==> src/rtl/video_timing_gen.sv <==
// Free-running raster timing generator: de/hsync/vsync plus active pixel coordinates.
// Latency: outputs are registered, one cycle behind the internal (h_cnt, v_cnt) position.
// Backpressure: none; the raster advances every pixel clock once out of reset.
module video_timing_gen #(
  parameter int H_ACTIVE  = 640,
  parameter int H_FP      = 16,
  parameter int H_SYNC    = 96,
  parameter int H_BP      = 48,
  parameter int V_ACTIVE  = 480,
  parameter int V_FP      = 10,
  parameter int V_SYNC    = 2,
  parameter int V_BP      = 33,
  parameter bit HSYNC_POL = 1'b0,
  parameter bit VSYNC_POL = 1'b0
) (
  input  logic        clk,
  input  logic        rst,
  output logic        de,
  output logic        hsync,
  output logic        vsync,
  output logic [1:0]  ctrl0,
  output logic [11:0] x,
  output logic [11:0] y,
  output logic        line_start,
  output logic        frame_start
);

  localparam int H_TOTAL = H_ACTIVE + H_FP + H_SYNC + H_BP;
  localparam int V_TOTAL = V_ACTIVE + V_FP + V_SYNC + V_BP;

  localparam logic [11:0] H_ACT_C  = 12'(H_ACTIVE);
  localparam logic [11:0] H_SBEG_C = 12'(H_ACTIVE + H_FP);
  localparam logic [11:0] H_SEND_C = 12'(H_ACTIVE + H_FP + H_SYNC);
  localparam logic [11:0] H_LAST_C = 12'(H_TOTAL - 1);
  localparam logic [11:0] V_ACT_C  = 12'(V_ACTIVE);
  localparam logic [11:0] V_SBEG_C = 12'(V_ACTIVE + V_FP);
  localparam logic [11:0] V_SEND_C = 12'(V_ACTIVE + V_FP + V_SYNC);
  localparam logic [11:0] V_LAST_C = 12'(V_TOTAL - 1);

  generate
    if (H_TOTAL > 4095 || V_TOTAL > 4095) begin : g_bad_total
      $error("video_timing_gen: raster totals must not exceed 4095");
    end
  endgenerate

  logic [11:0] h_cnt;
  logic [11:0] v_cnt;
  logic        h_last;
  logic        v_last;
  logic        de_n;
  logic        hs_n;
  logic        vs_n;

  always_comb begin
    h_last = (h_cnt == H_LAST_C);
    v_last = (v_cnt == V_LAST_C);
    de_n   = (h_cnt < H_ACT_C) && (v_cnt < V_ACT_C);
    hs_n   = (h_cnt >= H_SBEG_C) && (h_cnt < H_SEND_C);
    // vsync spans whole lines, so its edges coincide with h_cnt == 0
    vs_n   = (v_cnt >= V_SBEG_C) && (v_cnt < V_SEND_C);
  end

  always_ff @(posedge clk or posedge rst) begin
    if (rst) begin
      h_cnt       <= '0;
      v_cnt       <= '0;
      de          <= 1'b0;
      hsync       <= ~HSYNC_POL;
      vsync       <= ~VSYNC_POL;
      x           <= '0;
      y           <= '0;
      line_start  <= 1'b0;
      frame_start <= 1'b0;
    end else begin
      if (h_last) begin
        h_cnt <= '0;
        v_cnt <= v_last ? 12'd0 : v_cnt + 12'd1;
      end else begin
        h_cnt <= h_cnt + 12'd1;
      end
      de          <= de_n;
      hsync       <= hs_n ? HSYNC_POL : ~HSYNC_POL;
      vsync       <= vs_n ? VSYNC_POL : ~VSYNC_POL;
      x           <= de_n ? h_cnt : 12'd0;
      y           <= de_n ? v_cnt : 12'd0;
      line_start  <= de_n && (h_cnt == 12'd0);
      frame_start <= (h_cnt == 12'd0) && (v_cnt == 12'd0);
    end
  end

  assign ctrl0 = {vsync, hsync};

endmodule

==> config.mk <==
export PLATFORM = sky130hd
export DESIGN_NAME = video_timing_gen
export DESIGN_NICKNAME = d
export VERILOG_FILES = /design/src/rtl/video_timing_gen.sv
export SDC_FILE = /design/constraint.sdc
export NUM_CORES = 1
export LEC_CHECK = 0
export ABC_CLOCK_PERIOD_IN_PS = 1500
export CAP_MARGIN = 30
export CORE_MARGIN = 2
export CORE_UTILIZATION = 48
export DETAILED_ROUTE_END_ITERATION = 6
export GPL_TIMING_DRIVEN = 1
export MAX_ROUTING_LAYER = met4
export PLACE_DENSITY = 0.78
export RECOVER_POWER = 25
export SLEW_MARGIN = 20
export SYNTH_ARGS = -nofsm -noshare
export SYNTH_HDL_FRONTEND = slang
export SYNTH_SLANG_ARGS = --single-unit
==> constraint.sdc <==
create_clock -name clk -period 1.5 [get_ports clk]
set_input_delay 0.15 -clock clk [delete_from_list [all_inputs] [get_ports clk]]
set_output_delay 0.15 -clock clk [all_outputs]
set_load 0.02 [all_outputs]
# Word level (Yosys, flattened, before mapping)

Index checks and enable logic that the tools add are counted.

Register bits after elaboration: 53
Input bits: 2
Output and inout port bits: 31
Word-level logic and storage cells: 32

Add/subtract/negate cells: 2
Order comparisons: 6
Equal/unequal tests: 2
Mux-type cells: 6
Reduce and logical (&&, ||, !) cells: 7

Operator list:

| kind                                                                                   | count |
|---|---|
| 12-bit two-way mux                                                                     | 4 |
| 12-bit by 1-bit adder with 12-bit output (second input constant)                       | 2 |
| 12-bit by 10-bit == test with 1-bit output (second input constant)                     | 2 |
| 12-bit zero test                                                                       | 2 |
| 12-bit by 10-bit less-than comparator with 1-bit output (second input constant)        | 2 |
| 12-bit by 9-bit less-than comparator with 1-bit output (second input constant)         | 2 |
| 12-bit by 10-bit greater-or-equal comparator with 1-bit output (second input constant) | 1 |
| 12-bit by 9-bit greater-or-equal comparator with 1-bit output (second input constant)  | 1 |
| 1-bit logical AND                                                                      | 5 |
| 1-bit two-way mux                                                                      | 2 |

# Longest topological paths before layout

Word-level depth: 3
Mapped depth: 6
Depth with buffers taken out: 6

# Least setup slack after synthesis

OpenSTA, ideal clock, no wires.

Path kind: register to register
Start point: register h_cnt[0]
End point: register v_cnt[2]
Arrival: 1.457 ns
Data required time: 1.381 ns
Path slack: -0.076 ns
Cell stages (with the launch flop): 7
Path through: dfrtp_1 -> ha_1 -> and4_4 -> and3_1 -> buf_2 -> a21o_1 -> and2_1

Word-level cells in the longest chain between the ends: 1

RTL lines:

| what                                       | line | text |
|---|---|---|
| start: declaration                         | 46   | `logic [11:0] h_cnt;` |
| start signal: assignment                   | 79   | `h_cnt <= h_cnt + 12'd1;` |
| 12-bit by 10-bit == test with 1-bit output | 55   | `h_last = (h_cnt == H_LAST_C);` |
| end signal: assignment                     | 77   | `v_cnt <= v_last ? 12'd0 : v_cnt + 12'd1;` |
| end: declaration                           | 47   | `logic [11:0] v_cnt;` |

No other way between the ends.
A chain may end at the register's enable or synchronous reset.

# Worst setup path in the final report

Start point: register v_cnt[8]
End point: register vsync

Word-level cells in the longest chain between the ends: 3
Elaborated cells between the ends (all ways): 4

RTL lines:

| what                                                                                                                                           | line | text |
|---|---|---|
| 12-bit by 9-bit greater-or-equal comparator with 1-bit output / 12-bit by 9-bit less-than comparator with 1-bit output (equally long branches) | 60   | `vs_n = (v_cnt >= V_SBEG_C) && (v_cnt < V_SEND_C);` |
| 1-bit logical AND *                                                                                                                            | 60   |  |
| 1-bit two-way mux *                                                                                                                            | 83   | `vsync <= vs_n ? VSYNC_POL : ~VSYNC_POL;` |
| end signal: assignment                                                                                                                         | 69   | `vsync <= ~VSYNC_POL;` |
| end signal: assignment                                                                                                                         | 83   |  |
| end: declaration                                                                                                                               | 20   | `output logic vsync,` |

Every way passes the cells marked *; elsewhere a longest branch is shown, timed or not.

==> flow_summary_export.csv <==
group,metric,value,unit
status,status,"finished with violations",
status,violations_in_the_final_reports,"negative setup slack",
sta,hold_viol_final,0,
place,hpwl,3110,µm
cells_and_area,areaGrowthSynthToFinish,43.2,%
worst_setup_path,worst_path_largest_cell_delay,0.63,ns
worst_setup_path,regToRegEndpoint,"vsync",
routing,drc,0,
routing,ant_nets,0,
routing,detailedRoute.firstPassIterationCount,5,
pwr,pwr_density_cell,763,mW/mm²
cells_and_area,multi_input_comb_area,0.00102,mm²
synth,synthDistinctLibCells,44,
synth,avgSynthCellArea,11.5,µm²
worst_setup_path,cp-start-kind,"flop",
synth,synth_edf_count,0,
global_route,grt_start_max_net_pins,54,
pwr,power.share.combinational,0.022,
cells_and_area,final_nets,276,
clocking,clock-root-buffer,"sky130_fd_sc_hd__clkbuf_8",
sta,relSlewSlack,0.533,
worst_setup_path,critical-path-top-delay-family,"simple AND/OR/NAND/NOR gates",
pwr,p_int,1.95,mW
worst_setup_path,crit_chain,"buf_4 > nand4_4 > buf_4 > or4_2",
flow_run,maxCapViolCount,0,
worst_setup_path,critPathMaxFanout,3,
pwr,clock_power_share,0.392,
routing,viasPerCell,5.39,
sta,whs,0.507,ns
routing,vias,1741,
cells_and_area,finalCoreUtilization,0.728,
synth,synth-seq-area-share,0.592,
die,row_count,24,
die,number_of_top_level_pins,33,
synth,synth_async_sr_flop_share,1.00,
cells_and_area,fill_cells,291,
sta,timing_worst_slew_pin_value,0.700,ns
clocking,clk_transition_reported_paths,0.09,ns
sta,rsz0062_at_grt,"true",
cells_and_area,area.sequential,0.00134,mm²
synth,postSynthRegisterBits,53,
worst_setup_path,r2r.worst_path.cells,4,
worst_setup_path,r2r_start,"v_cnt[8]",
worst_setup_path,setup.worst_path.end_class,"flop",
global_route,first_pass_grt_wire_length,7780,µm
sta,max_slew_violation_total_from_the_final_report,0,
worst_hold_path,worst_hold_path_type,"input port to async pin",
sta,layout_worst_path_cycle_share,1.03,
die,floorplan.die.height,72.4,µm
worst_setup_path,critical_path.n_buffers_inverters,2,
global_route,number_of_antenna_violations_at_the_first_check_in_global_routing,0,
sta,max_freq,647,MHz
worst_setup_path,critical_path_most_common_cell,"sky130_fd_sc_hd__buf_4",
synth,ys.flop_type,"sky130_fd_sc_hd__dfrtp_1",
worst_setup_path,reg2reg_slack,-0.04,ns
global_route,globalRoute.totalOverflow,0,
worst_setup_path,worst_ep_required_time,1.72,ns
sta,layout_min_cycle_time,1.54,ns
clocking,cts-buffers-inserted,5,
pwr,power.static_leakage,1.46,nW
sta,finalSetupViolations,6,
sta,post-route-worst-setup-slack,-0.0446,ns
routing,detailedRoute.firstIterationViolations,170,
pwr,report.power.total,2.45,mW
cells_and_area,drive_above_1_share,0.336,
pwr,switching_share,0.204,
clocking,cts-hold-fix-buffers,0,
cells_and_area,n_antenna_cell,0,
synth,post_synth_instance_area,0.00224,mm²
worst_setup_path,critPathKind,"flop to flop",
pwr,netSwitchingPower,0.500,mW
clocking,insertion_delay,0.30,ns
die,die_width,72.4,µm
synth,yosysWarningCount,0,
clocking,clock_sink_count,53,
synth,netlist_instances,195,
cells_and_area,layout.cells.most_common_list,"sky130_fd_sc_hd__dfrtp_1 (46), sky130_fd_sc_hd__buf_4 (34), sky130_fd_sc_hd__clkdlybuf4s50_1 (27)",
worst_setup_path,critPathSlowestCell,"sky130_fd_sc_hd__or4_2",
routing,detail_route.wirelength,5210,µm
pwr,worst_ir_drop_on_vdd,552,µV
pwr,power_frac_seq,0.586,
clocking,cts-htree-levels,2,
place,gp_congestion,0.858,
global_route,first_global_vias,1668,
clocking,cts_tree,"built",
worst_setup_path,worst_setup_path_endpoint,"vsync",
routing,wire_per_inst,16.1,µm
place,io_buffers,32,
clocking,cts_buffer_depth,2,
die,die_area,0.00524,mm²
worst_setup_path,arrival,1.77,ns
die,initial_standard_cell_utilization_of_the_core,0.508,
sta,finClkSkew,0.00833,ns
worst_setup_path,crit_cells,4,
die,core_area,0.00441,mm²
global_route,grt_use_total,0.199,
worst_setup_path,crit_start,"v_cnt[8]",
cells_and_area,mostFrequentLayoutCell,"sky130_fd_sc_hd__dfrtp_1",
-- synth_stat cells, types with 2 or more instances --
cell type | count | area, µm²
sky130_fd_sc_hd__o21ai_0 | 5 | 25.0
sky130_fd_sc_hd__and2_1 | 16 | 100
sky130_fd_sc_hd__dfstp_2 | 2 | 52.6
sky130_fd_sc_hd__nand2_1 | 9 | 33.8
sky130_fd_sc_hd__inv_1 | 9 | 33.8
sky130_fd_sc_hd__xnor2_1 | 7 | 61.3
sky130_fd_sc_hd__o31ai_1 | 2 | 15.0
sky130_fd_sc_hd__buf_4 | 3 | 22.5
sky130_fd_sc_hd__nor2_1 | 16 | 60.1
sky130_fd_sc_hd__or2_1 | 2 | 12.5
sky130_fd_sc_hd__nor4_1 | 3 | 18.8
sky130_fd_sc_hd__dfrtp_1 | 51 | 1280
sky130_fd_sc_hd__nor3_1 | 5 | 25.0
sky130_fd_sc_hd__nand3_1 | 10 | 50.1
sky130_fd_sc_hd__and3_1 | 6 | 37.5
sky130_fd_sc_hd__xor2_1 | 7 | 61.3
sky130_fd_sc_hd__nand4_1 | 5 | 31.3
sky130_fd_sc_hd__buf_2 | 6 | 30.0
sky130_fd_sc_hd__and4_1 | 2 | 17.5
sky130_fd_sc_hd__ha_1 | 4 | 50.1
sky130_fd_sc_hd__or2_2 | 2 | 12.5
-- tightest hold or removal path, cell delays in order --
cell and delay, ns:
sky130_fd_sc_hd__dlygate4sd3_1 0.54, sky130_fd_sc_hd__clkinv_1 0.04, sky130_fd_sc_hd__clkbuf_4 0.58
-- state kept, by name (all words and copies together) (netlist names) --
name,count
v_cnt,12
h_cnt,12
line_start,1
x,12
vsync,1
y,12
frame_start,1
hsync,1
de,1
-- how the worst min path moves through the flow --
| stage | from | to | cells past startpoint |
|---|---|---|---|
| final | rst | x[10] | 3 |
| after global routing | rst | x[10] | 3 |
| after CTS | rst | y[2] | 3 |
| after detailed placement | h_cnt[0] | h_cnt[0] | 1 |
| after global placement | v_cnt[11] | v_cnt[11] | 1 |
| after floorplan | v_cnt[9] | v_cnt[9] | 1 |
-- area by class of cell --
class / instances / area share
Clock buffer: 6 / 0.0226
Clock inverter: 2 / 0.0121
Sequential cell: 53 / 0.415
Timing Repair Buffer: 73 / 0.201
Tap cell: 52 / 0.0202
Multi-Input combinational cell: 128 / 0.317
Inverter: 9 / 0.0121
-- power by group through the flow --
stage	combinational (mW)	clock, mW	sequential, mW
floorplan	0.0219	0	1.47
global placement	0.0606	0	1.46
detailed placement	0.0614	0	1.46
CTS	0.0615	0.972	1.44
global route	0.0623	1.02	1.44
finish	0.0540	0.961	1.44
-- per-stage QoR --
step                      std cells  TNS [ns]  worst slack [ns]  cell area (µm²)
after floorplan                 199         0           0.00813             2280
after global placement          303         0           0.00774             2830
after detailed placement        303    -0.260            -0.128             2830
after CTS                       317   -0.0141           -0.0141             3040
after global routing            323    -0.825           -0.0982             3210
final                           323    -0.136           -0.0446             3210
-- cell families (layout without fill, tap and decap cells) --
kind of cell	after synthesis	in the layout	synth area share
XOR/XNOR	14	14	0.0547
flip-flops	53	53	0.592
adder cells (fa/ha/maj)	4	4	0.0223
AND/OR/NAND/NOR	91	91	0.248
other	1	5	0.00167
AO/OA/AOI/OAI	14	14	0.0424
buffers and inverters	18	90	0.0385
-- what timing repair did --
item	CTS	global route
pin swaps	6	17
resized for setup	17	37
endpoints found under the setup margin	11	16
setup buffers	6	6
-- routing by layer --
| metal | wire length, µm | global-route usage | up-vias |
|---|---|---|---|
| met1 | 2280 | 0.256 | 877 |
| met2 | 2610 | 0.316 | 53 |
| met5 | 0 | - | - |
| li1 | - | - | 802 |
| met3 | 223 | 0.0306 | 9 |
| met4 | 99 | 0.0839 | 0 |
Note: power is estimated with default switching activity, not from simulation.
